`config.mk`:
```
export PLATFORM = sky130hd
export DESIGN_NAME = dma_priority
export DESIGN_NICKNAME = d
export VERILOG_FILES = /design/src/rtl/dma_priority.sv
export SDC_FILE = /design/constraint.sdc
export NUM_CORES = 1
export LEC_CHECK = 0
export ABC_AREA = 1
export CAP_MARGIN = 0
export CORE_MARGIN = 4
export CORE_UTILIZATION = 30
export CTS_CLUSTER_SIZE = 20
export DETAILED_ROUTE_END_ITERATION = 12
export SETUP_SLACK_MARGIN = 0.05
export SLEW_MARGIN = 20
export SYNTH_ARGS = -nofsm -noshare
export SYNTH_HDL_FRONTEND = slang
export SYNTH_SLANG_ARGS = --single-unit
export TNS_END_PERCENT = 10
```
`constraint.sdc`:
```
create_clock -name CLK -period 1.94 [get_ports CLK]
set_clock_uncertainty 0.1 [all_clocks]
set_input_delay 0.388 -clock CLK [delete_from_list [all_inputs] [get_ports CLK]]
set_output_delay 0.388 -clock CLK [all_outputs]
set_load 0.02 [all_outputs]
```
`src/rtl/dma_priority.sv`:
```
// dma_priority: 4-channel DMA request arbiter with fixed/rotating priority and HRQ/HLDA/DACK handshake.
// Define DMA_SWREQ_EN to let sw_req join the effective request vector.
module dma_priority (
    input  logic       CLK,
    input  logic       RESET_N,
    input  logic [3:0] DREQ,
    input  logic       dreq_pol,
    input  logic       dack_pol,
    input  logic       rot_pri,
    input  logic       ctrl_disable,
    input  logic [3:0] mask,
    input  logic [3:0] sw_req,
    input  logic       HLDA,
    input  logic       svc_done,
    output logic       HRQ,
    output logic [3:0] DACK,
    output logic [1:0] active_ch,
    output logic       ch_valid
);
    typedef enum logic [3:0] {
        IDLE    = 4'b0001,
        REQ     = 4'b0010,
        GRANT   = 4'b0100,
        RELEASE = 4'b1000
    } state_t;

    state_t     state, state_nx;
    logic [3:0] dreq_q, eff, grant_oh;
    logic [1:0] pri_ptr, ptr_nx, ch_nx, base, winner;

`ifdef DMA_SWREQ_EN
    assign eff = ((dreq_q ^ {4{dreq_pol}}) & ~mask) | sw_req;
`else
    logic unused_sw;
    assign unused_sw = ^sw_req;
    assign eff = (dreq_q ^ {4{dreq_pol}}) & ~mask;
`endif

    // Scan from lowest to highest priority so the highest-priority requester is written last.
    always_comb begin
        base   = rot_pri ? pri_ptr : 2'd0;
        winner = base;
        for (int i = 3; i >= 0; i--)
            if (eff[base + 2'(i)]) winner = base + 2'(i);
    end

    always_comb begin
        state_nx = state;
        ch_nx    = active_ch;
        ptr_nx   = pri_ptr;
        case (state)
            IDLE: if (|eff && !ctrl_disable) begin
                state_nx = REQ;
                ch_nx    = winner;
            end
            REQ: begin
                if (HLDA) state_nx = GRANT;
                else if (!eff[active_ch]) state_nx = IDLE;
            end
            GRANT: if (svc_done || !HLDA) begin
                state_nx = RELEASE;
                if (rot_pri) ptr_nx = active_ch + 2'd1;
            end
            RELEASE: if (!HLDA) state_nx = IDLE;
            default: state_nx = IDLE;
        endcase
    end

    always_ff @(posedge CLK or negedge RESET_N) begin
        if (!RESET_N) begin
            state     <= IDLE;
            dreq_q    <= '0;
            active_ch <= '0;
            pri_ptr   <= '0;
        end else begin
            state     <= state_nx;
            dreq_q    <= DREQ;
            active_ch <= ch_nx;
            pri_ptr   <= ptr_nx;
        end
    end

    // Outputs decode straight from state so an async reset clears them without a clock.
    assign HRQ      = (state == REQ) || (state == GRANT);
    assign ch_valid = (state == GRANT);
    assign grant_oh = ch_valid ? (4'b0001 << active_ch) : 4'b0000;
    assign DACK     = dack_pol ? grant_oh : ~grant_oh;
endmodule

```
After elaboration in Yosys (flattened, before gate mapping):

Cells that the tools add are included.
W data, S select, Z words.

* bits in registers: 12
* bits of input ports: 20
* output and inout port bits: 8
* logic and storage cells: 58

* add/subtract/negate cells: 4
* $lt $le $gt $ge: 5
* equality and inequality tests: 8
* shift-type cells: 1
* multiplexer cells: 23
* bitwise operators: 4
* reductions and logical operators: 9

Operator list (number)
* $mux W4: 7
* $pmux W4 S4: 1
* $lt A2 B3 Y1 const B: 5
* $bmux W1 S2: 5
* $mux W2: 5
* $not A4 Y4: 2
* $mux W1: 5
* $add A2 B1 Y2 const B: 2
* $add A2 B2 Y2 const B: 2
* $and A4 B4 Y4: 1
* $eq A4 B1 Y1 const B: 1
* $eq A4 B2 Y1 const B: 1
* $eq A4 B3 Y1 const B: 1
* $eq A4 B4 Y1 const B: 1
* $ne A2 B2 Y1 const B: 2
* $reduce_and A4 Y1: 1
* $reduce_or A4 Y1: 1
* $shl A1 B2 Y4 const A: 1
* $xor A4 B4 Y4: 1
* $ne A3 B3 Y1 const B: 1
* $reduce_and A3 Y1: 1
* $logic_not A1 Y1: 2
* $logic_or A1 B1 Y1: 2
* $ne A2 B1 Y1 const B: 1
* 2 further kinds: 2

Longest topological paths before layout:

Gate-level depths: netlist of run 1.

* word-level depth: 8
* mapped depth: 13
* mapped depth without buffers: 13

Worst setup path after synthesis of run 1:

Ideal clock, no wire load.

* kind: register -> output
* start: reg state[1]
* end: out DACK[0]
* arrival time: 1.313 ns
* data required time: 1.452 ns
* setup slack: 0.139 ns
* stages on the path, launching flop included: 6
* buffers on the path: 0
* cells stage by stage: dfrtp_1 -> nor2_1 -> nand3_1 -> inv_1 -> nand2_1 -> xor2_1

* cells in the longest elaborated chain, start to end: 4

RTL lines
* start: declaration: RTL line 27 `state_t state, state_nx;`
* start signal: assignment: RTL line 76 `state <= state_nx;`
* $eq A4 B3 Y1 (*): RTL line 85 `assign ch_valid = (state == GRANT);`
* net ch_valid: RTL line 18 `output logic ch_valid`
* $mux W4 (*): RTL line 86 `assign grant_oh = ch_valid ? (4'b0001 << active_ch) : 4'b0000;`
* $not A4 Y4: RTL line 87 `assign DACK = dack_pol ? grant_oh : ~grant_oh;`
* $mux W4 (*): RTL line 87
* end: declaration: RTL line 16 `output logic [3:0] DACK,`

Mark *: on every way through the listed nets, which the timed path passes. The rest lies on a longest branch.

Final worst setup path of run 1:

* start: reg state[1]
* end: out DACK[0]

* cells in the longest elaborated chain, start to end: 4

RTL lines (RTL line)
* $eq A4 B3 Y1 (*): 85
* $mux W4 (*): 86
* $not A4 Y4: 87
* $mux W4 (*): 87

Every way passes the cells marked *; elsewhere a longest branch is shown, timed or not.

==> impl_results.md, run 1 <==
- Status: complete, no violations
- Commonest non-fill, non-tap cell in the layout: nand2_1
- Min Tclk post-route: 1.88 ns
- CP Launch Type: register
- Post-Syn Area: 926 µm²
- Post-layout util: 48.2%
- # fillers: 285
- Gpl congestion: 0.805
- Synth warn: 0
- Starting Density: 32.5%
- Num ports: 28
- Clock sinks: 12
- Full die area: 4040 µm²
- Yosys reg bits: 12
- CP cell instances: nor2_2 > nand3_2 > inv_4 > nand2_1 > xor2_1 > buf_4
- Antenna diodes: 0
- CTS tree: yes
- Max_cap viols: 0
- R2R Path End: state[3]
- Die W: 63.6 µm
- Root buffer cell: clkbuf_4
- Final setup viols: 0
- Syn Area/Cell: 6.57 µm²
- DR iter-0 viols: 26
- Rows: 19
- Worst-path clk slew: 0.08 ns
- Drt wl/cell: 10.7 µm
- Slew headroom: 64.3%
- RSZ-0062 raised after global routing: true
- Initial antenna violation count: 0
- CTS Hold Buffers Added: 0
- Leakage power: 0.778 nW
- Final period util: 96.8%
- Required time of the critical path: 1.45 ns
- Number of buffers created by CTS: 3
- Later-pin clock latency in the skew report: 0.27 ns
- Worst r2r src: state[2]
- Final Max Tran Viols: 0
- DR vias: 1,028
- Placed insts: 212
- Worst-margin pin slew: 0.533 ns
- GR Overflow Total: 0
- CP Depth: 6
- Most frequent cells in the layout: 45 x nand2_1, 24 x buf_4, 21 x inv_1, 15 x nand3_1, 13 x clkdlybuf4s50_1
- Fin nets: 211
- All-Layer GR Usage: 11.7%
- Drc violations: 0
- Slowest stage cell, crit path: dfrtp_1
- Remaining antenna violation count after routing: 0
- Worst-path fanout max: 5
- Proportion of layout cells with a drive suffix above 1: 23.1%
- H-tree Lvls: 1
- Path depth of the worst reg2reg path: 9
- Synthesized Nets: 165
- Critical Path AT: 1.39 ns
- Post-Synthesis Cells: 141
- Final Instance Count excl. Fillers: 217
- CTS Buffer Depth: 2
- Final HPWL DP: 1960 µm
- Detailed Route WL: 2320 µm
- Cell family with most CP delay: flip-flops
- TritonRoute pass-1 iters: 4
- Kind of critical path: register to output port
- Worst min path class: input port to asynchronous set/reset pin
- Worst vdd ir: 0.454 mV
- Crit path buffers/inverters: 2
- Post-synthesis sequential area ratio: 32.6%
- Hold slack: 0.359 ns
- Final hold viol count: 0
- Synth unique cells: 22
- Die Y-Extent: 63.6 µm
- Vias per inst: 4.74
- PortBufs: 23
- Core box area: 2850 µm²
- Max incr delay on CP: 0.41 ns
- Max frequency: 533 MHz
- R2R Setup Slk: 0.36 ns
- CP endpoint kind: output port
- Pwr Density: 943 nW/µm²
- Setup TNS: 0 ns
- Largest net degree at the start of global routing: 13
- First-pass GRT wire length: 3920 µm
- Area grow syn2layout: 48.6%
- Number of global-route vias before repair: 991
[worst reg2reg max path: stages (launching register included)]
cell      delay [ns]
dfrtp_1         0.41
nor2_1          0.15
nand2_1         0.06
nor2_1          0.08
inv_1           0.06
buf_4           0.13
nor2_1          0.10
o211ai_1        0.15
nand4_1         0.13
o21ai_1         0.09
[what timing repair did]
item	in CTS	in global routing
cloned	0	0
endpoints found under the setup margin	7	11
gates resized for setup	30	12
pin swaps	0	1
setup buffers	0	1
[metal layers]
layer	global-route usage, %	wire (µm)	vias up
met5	0	0	-
met4	1.62	10	0
met3	4.09	141	2
met2	19.8	1140	24
met1	14.6	1030	465
li1	-	-	537
[layout make-up]
class | count | area, µm² | area share, %
Timing Repair Buffer | 41 | 353 | 25.6
Tap cell | 31 | 38.8 | 2.82
Sequential cell | 12 | 302 | 21.9
Clock buffer | 4 | 36.3 | 2.64
Multi-Input combinational cell | 104 | 548 | 39.8
Inverter | 25 | 98.8 | 7.18
[cell families (layout without fill, tap and decap cells)]
| family | after synthesis | count (layout) | synth area share (%) |
|---|---|---|---|
| AOI/OAI and AO/OA | 15 | 15 | 9.46 |
| xor gates and xnor gates | 4 | 4 | 3.78 |
| adders and majority gates | 4 | 4 | 5.41 |
| buffers and inverters | 25 | 70 | 10.1 |
| DFF | 12 | 12 | 32.6 |
| and+or+nand+nor | 81 | 81 | 38.6 |
[report_power, final]
group	internal, W	switching, W
clock	0.000114	0.0000817
combinational	0.000340	0.000392
sequential	0.000317	0.0000533
[cell usage after synthesis, drive strengths merged]
library cell | n | area share [%]
nor3 | 1 | 0.54
dfrtp | 11 | 30
a21oi | 4 | 2.2
xor2 | 4 | 3.8
nand3b | 1 | 0.81
inv | 25 | 10
ha | 4 | 5.4
nand2 | 49 | 20
nand3 | 17 | 9.7
o21bai | 1 | 0.81
dfstp | 1 | 2.8
nand4 | 4 | 2.7
o22ai | 1 | 0.68
o211ai | 2 | 1.6
nor2 | 9 | 4.5
o21ai | 7 | 4.2
[how the worst max path moves through the flow]
stage	from	endpoint	slack (ns)
after floorplan	state[1]	DACK[0]	0.14
after global placement	dack_pol	DACK[3]	-0.28
after detailed placement	dack_pol	DACK[2]	-0.32
after CTS	state[1]	DACK[2]	0.003
after global routing	state[1]	DACK[2]	-0.02
final	state[1]	DACK[0]	0.06
[state kept, by name (all words and copies together), names as in the netlist]
| signal | cells |
|---|---|
| active_ch | 2 |
| dreq_q | 4 |
| state | 4 |
| pri_ptr | 2 |
[through the flow]
stage | worst slack [ns] | total power [W] | instance area [µm²]
2_1_floorplan | 0.139 | 0.000760 | 926
3_3_place_gp | -0.282 | 0.00107 | 1320
3_5_place_dp | -0.324 | 0.00108 | 1320
4_1_cts | 0.00292 | 0.00127 | 1340
5_1_grt | -0.0189 | 0.00141 | 1380
6_report | 0.0624 | 0.00130 | 1380
No activity file was read; power rests on OpenSTA's default activity.
==> inputs of run 2 (changes only) <==
==> constraint.sdc (replaced) <==
create_clock -name CLK -period 1.5 [get_ports CLK]
set_clock_uncertainty 0.1 [all_clocks]
set_input_delay 0.3 -clock CLK [delete_from_list [all_inputs] [get_ports CLK]]
set_output_delay 0.3 -clock CLK [all_outputs]
set_load 0.02 [all_outputs]
==> run 2 against run 1 <==
  * The run now ends with negative setup slack left
  * Power increased by 38%
  * Highest routed layer unchanged
  * Routed wire length down 3.1%
  * Critical path depth unchanged
  * Die area stayed put
  * Flip-flop and latch count unchanged
  * Global-route usage fell by 0.091 points
  * Sequential share of layout area is 2.5 points lower
  * Final cell count is 2.8% higher
  * Register-to-register slack lost 0.42 ns
  * Final area grew 14%
  * Critical path type unchanged
  * First-iteration DRC count rose by 65%
  * Utilization increased by 6.5 points
==> impl_results.md, run 2 (same netlist as run 1, synthesis figures left out) <==
- Kind of critical path: register to output port (unchanged)
- Rows: 19 (unchanged)
- Final hold viol count: 0 (unchanged)
- Critical Path AT: 1.41 ns (was 1.39 ns)
- CP cell instances: nor2_4 > nand3_4 > inv_8 > nand2_4 > xor2_4 > buf_6 (was nor2_2 > nand3_2 > inv_4 > nand2_1 > xor2_1 > buf_4)
- Core box area: 2850 µm² (unchanged)
- Required time of the critical path: 1.10 ns (was 1.45 ns)
- Antenna diodes: 0 (unchanged)
- Setup bufs post-CTS: 0 (unchanged)
- Pre-CTS WS: -0.601 ns (was -0.324 ns)
- CTS Hold Buffers Added: 0 (unchanged)
- Proportion of layout cells with a drive suffix above 1: 32.3% (was 23.1%)
- Slew headroom: 84.5% (was 64.3%)
- Number of global-route vias before repair: 994 (was 991)
- Worst-path clk slew: 0.08 ns (about the same)
- CP Launch Type: register (unchanged)
- Worst r2r src: pri_ptr[0] (was state[2])
- Worst-margin pin slew: 0.231 ns (was 0.533 ns)
- Die Y-Extent: 63.6 µm (unchanged)
- Remaining antenna violation count after routing: 0 (unchanged)
- Fin nets: 217 (was 211)
- Status: finished with violations (was complete, no violations)
- Gpl congestion: 0.834 (was 0.805)
- PortBufs: 23 (unchanged)
- Max frequency: 552 MHz
- Met2 Track Usage GR: 20.3% (was 19.8%)
- Global-route met3 utilization: 2.66% (was 4.09%)
- Detailed Route WL: 2250 µm (was 2320 µm)
- Final Max Tran Viols: 0 (unchanged)
- DP Area: 1500 µm² (was 1320 µm²)
- Number of buffers created by CTS: 3 (unchanged)
- CP Capture Point: DACK[3] (was DACK[0])
- Later-pin clock latency in the skew report: 0.28 ns (was 0.27 ns)
- H-tree Lvls: 1 (unchanged)
- GR Overflow Total: 0 (unchanged)
- Vias per inst: 4.74 (about the same)
- Starting Density: 32.5% (unchanged)
- Final period util: 121%
- GR peak layer: met2 (unchanged)
- Largest net degree at the start of global routing: 13 (unchanged)
- Slowest stage cell, crit path: dfstp_2 (was dfrtp_1)
- First-pass GRT wire length: 3850 µm (was 3920 µm)
- CTS Buffer Depth: 2 (unchanged)
- Worst-path fanout max: 5 (unchanged)
- Worst min path class: input port to asynchronous set/reset pin (unchanged)
- Max_cap viols: 0 (unchanged)
- Root buffer cell: clkbuf_4 (unchanged)
- Clock sinks: 12 (unchanged)
- DR vias: 1,056 (was 1,028)
- RSZ-0062 raised after global routing: true (unchanged)
- Drt wl/cell: 10.1 µm (was 10.7 µm)
- # fillers: 280 (was 285)
- Worst Setup SP: state[0] (was state[1])
- Pwr Density: 1140 nW/µm² (was 943 nW/µm²)
- Num ports: 28 (unchanged)
- Initial antenna violation count: 0 (unchanged)
- Worst vdd ir: 0.600 mV (was 0.454 mV)
- Path depth of the worst reg2reg path: 13 (was 9)
- Min Tclk post-route: 1.81 ns
- Max incr delay on CP: 0.56 ns (was 0.41 ns)
- R2R Setup Slk: -0.06 ns (was 0.36 ns)
- Placed insts: 219 (was 212)
- Post-route cell area: 1560 µm² (was 1380 µm²)
- CTS tree: yes (unchanged)
- Most frequent cells in the layout: 42 x nand2_1, 25 x buf_4, 20 x inv_1, 15 x nand3_1, 13 x clkdlybuf4s50_1 (was 45 x nand2_1, 24 x buf_4, 21 x inv_1, 15 x nand3_1, 13 x clkdlybuf4s50_1)
- TritonRoute pass-1 iters: 6 (was 4)
- CP endpoint kind: output port (unchanged)
- Area grow syn2layout: 68.8% (was 48.6%)
- Commonest non-fill, non-tap cell in the layout: nand2_1 (unchanged)
- Final HPWL DP: 1910 µm (was 1960 µm)
- Final Instance Count excl. Fillers: 223 (was 217)
- Die W: 63.6 µm (unchanged)
- Setup TNS: -1.75 ns (was 0 ns)
- All-Layer GR Usage: 11.6% (was 11.7%)
- DR iter-0 viols: 43 (was 26)
- Drc violations: 0 (unchanged)
- R2R Path End: active_ch[0] (was state[3])
- Full die area: 4040 µm² (unchanged)
- Tot Pwr: 0.00179 W (was 0.00130 W)
- M1 GR Usage: 13.4% (was 14.6%)
- Final setup viols: 8 (was 0)
- Failing checks: negative setup slack
- Largest regs: dreq_q: 4 flops, state: 4 flops (unchanged)
- Worst setup margin: -0.311 ns (was 0.0624 ns)
- Leakage power: 0.855 nW (was 0.778 nW)
==> run 2: changes by cell type in the layout (fill, tap and decap cells not counted), moves of 2 or more <==
cell	before	now
buf_6	0	6
nand2_4	1	5
xor2_1	4	0
xor2_4	0	4
nand2_1	45	42
dfrtp_1	11	9
dfrtp_2	0	2
dlymetal6s2s_1	3	1
nor2_1	7	5
==> run 2: critical path: cells and delay by family (launching register included) <==
kind	cells	cell delay (ns)
flops	1	0.56
buf+inv	2	0.19
simple gates	3	0.24
xor+xnor	1	0.14
==> run 2: final cells by class <==
cell class	count	area [µm²]	area share (%)
Clock buffer	4	36.3	2.32
Sequential cell	12	304	19.5
Multi-Input combinational cell	104	668	42.8
Tap cell	31	38.8	2.48
Inverter	25	104	6.65
Timing Repair Buffer	47	412	26.3
==> run 2: worst min-delay path by stage <==
| stage | startpoint | to | slack [ns] | cells past startpoint |
|---|---|---|---|---|
| after global placement | pri_ptr[0] | pri_ptr[0] | 0.40 | 2 |
| after detailed placement | pri_ptr[0] | pri_ptr[0] | 0.40 | 2 |
| after global routing | RESET_N | state[1] | 0.23 | 2 |
| after CTS | RESET_N | dreq_q[0] | 0.21 | 2 |
| after floorplan | RESET_N | active_ch[0] | -0.1 | 0 |
| final | RESET_N | state[1] | 0.21 | 2 |
==> run 2: stage by stage <==
step,util (%),hold slack (ns)
finish,54.8,0.207
CTS,54.0,0.213
detailed placement,52.4,0.401
global route,54.8,0.231
floorplan,-,-0.0956
global placement,52.4,0.395
==> run 2: what timing repair did <==
item                       4_1_cts  5_1_grt
pin swaps                        9        3
setup endpoints to repair       15       14
gates resized for setup         42       10
==> run 2: power by group <==
group	switching, W	internal (W)
Sequential	0.0000807	0.000415
Combinational	0.000538	0.000485
Clock	0.000121	0.000148
==> run 2: metal layers <==
metal | vias up | wire length, µm
met5 | - | 0
met4 | 0 | 31
met3 | 3 | 132
met2 | 30 | 1100
met1 | 472 | 989
li1 | 551 | -
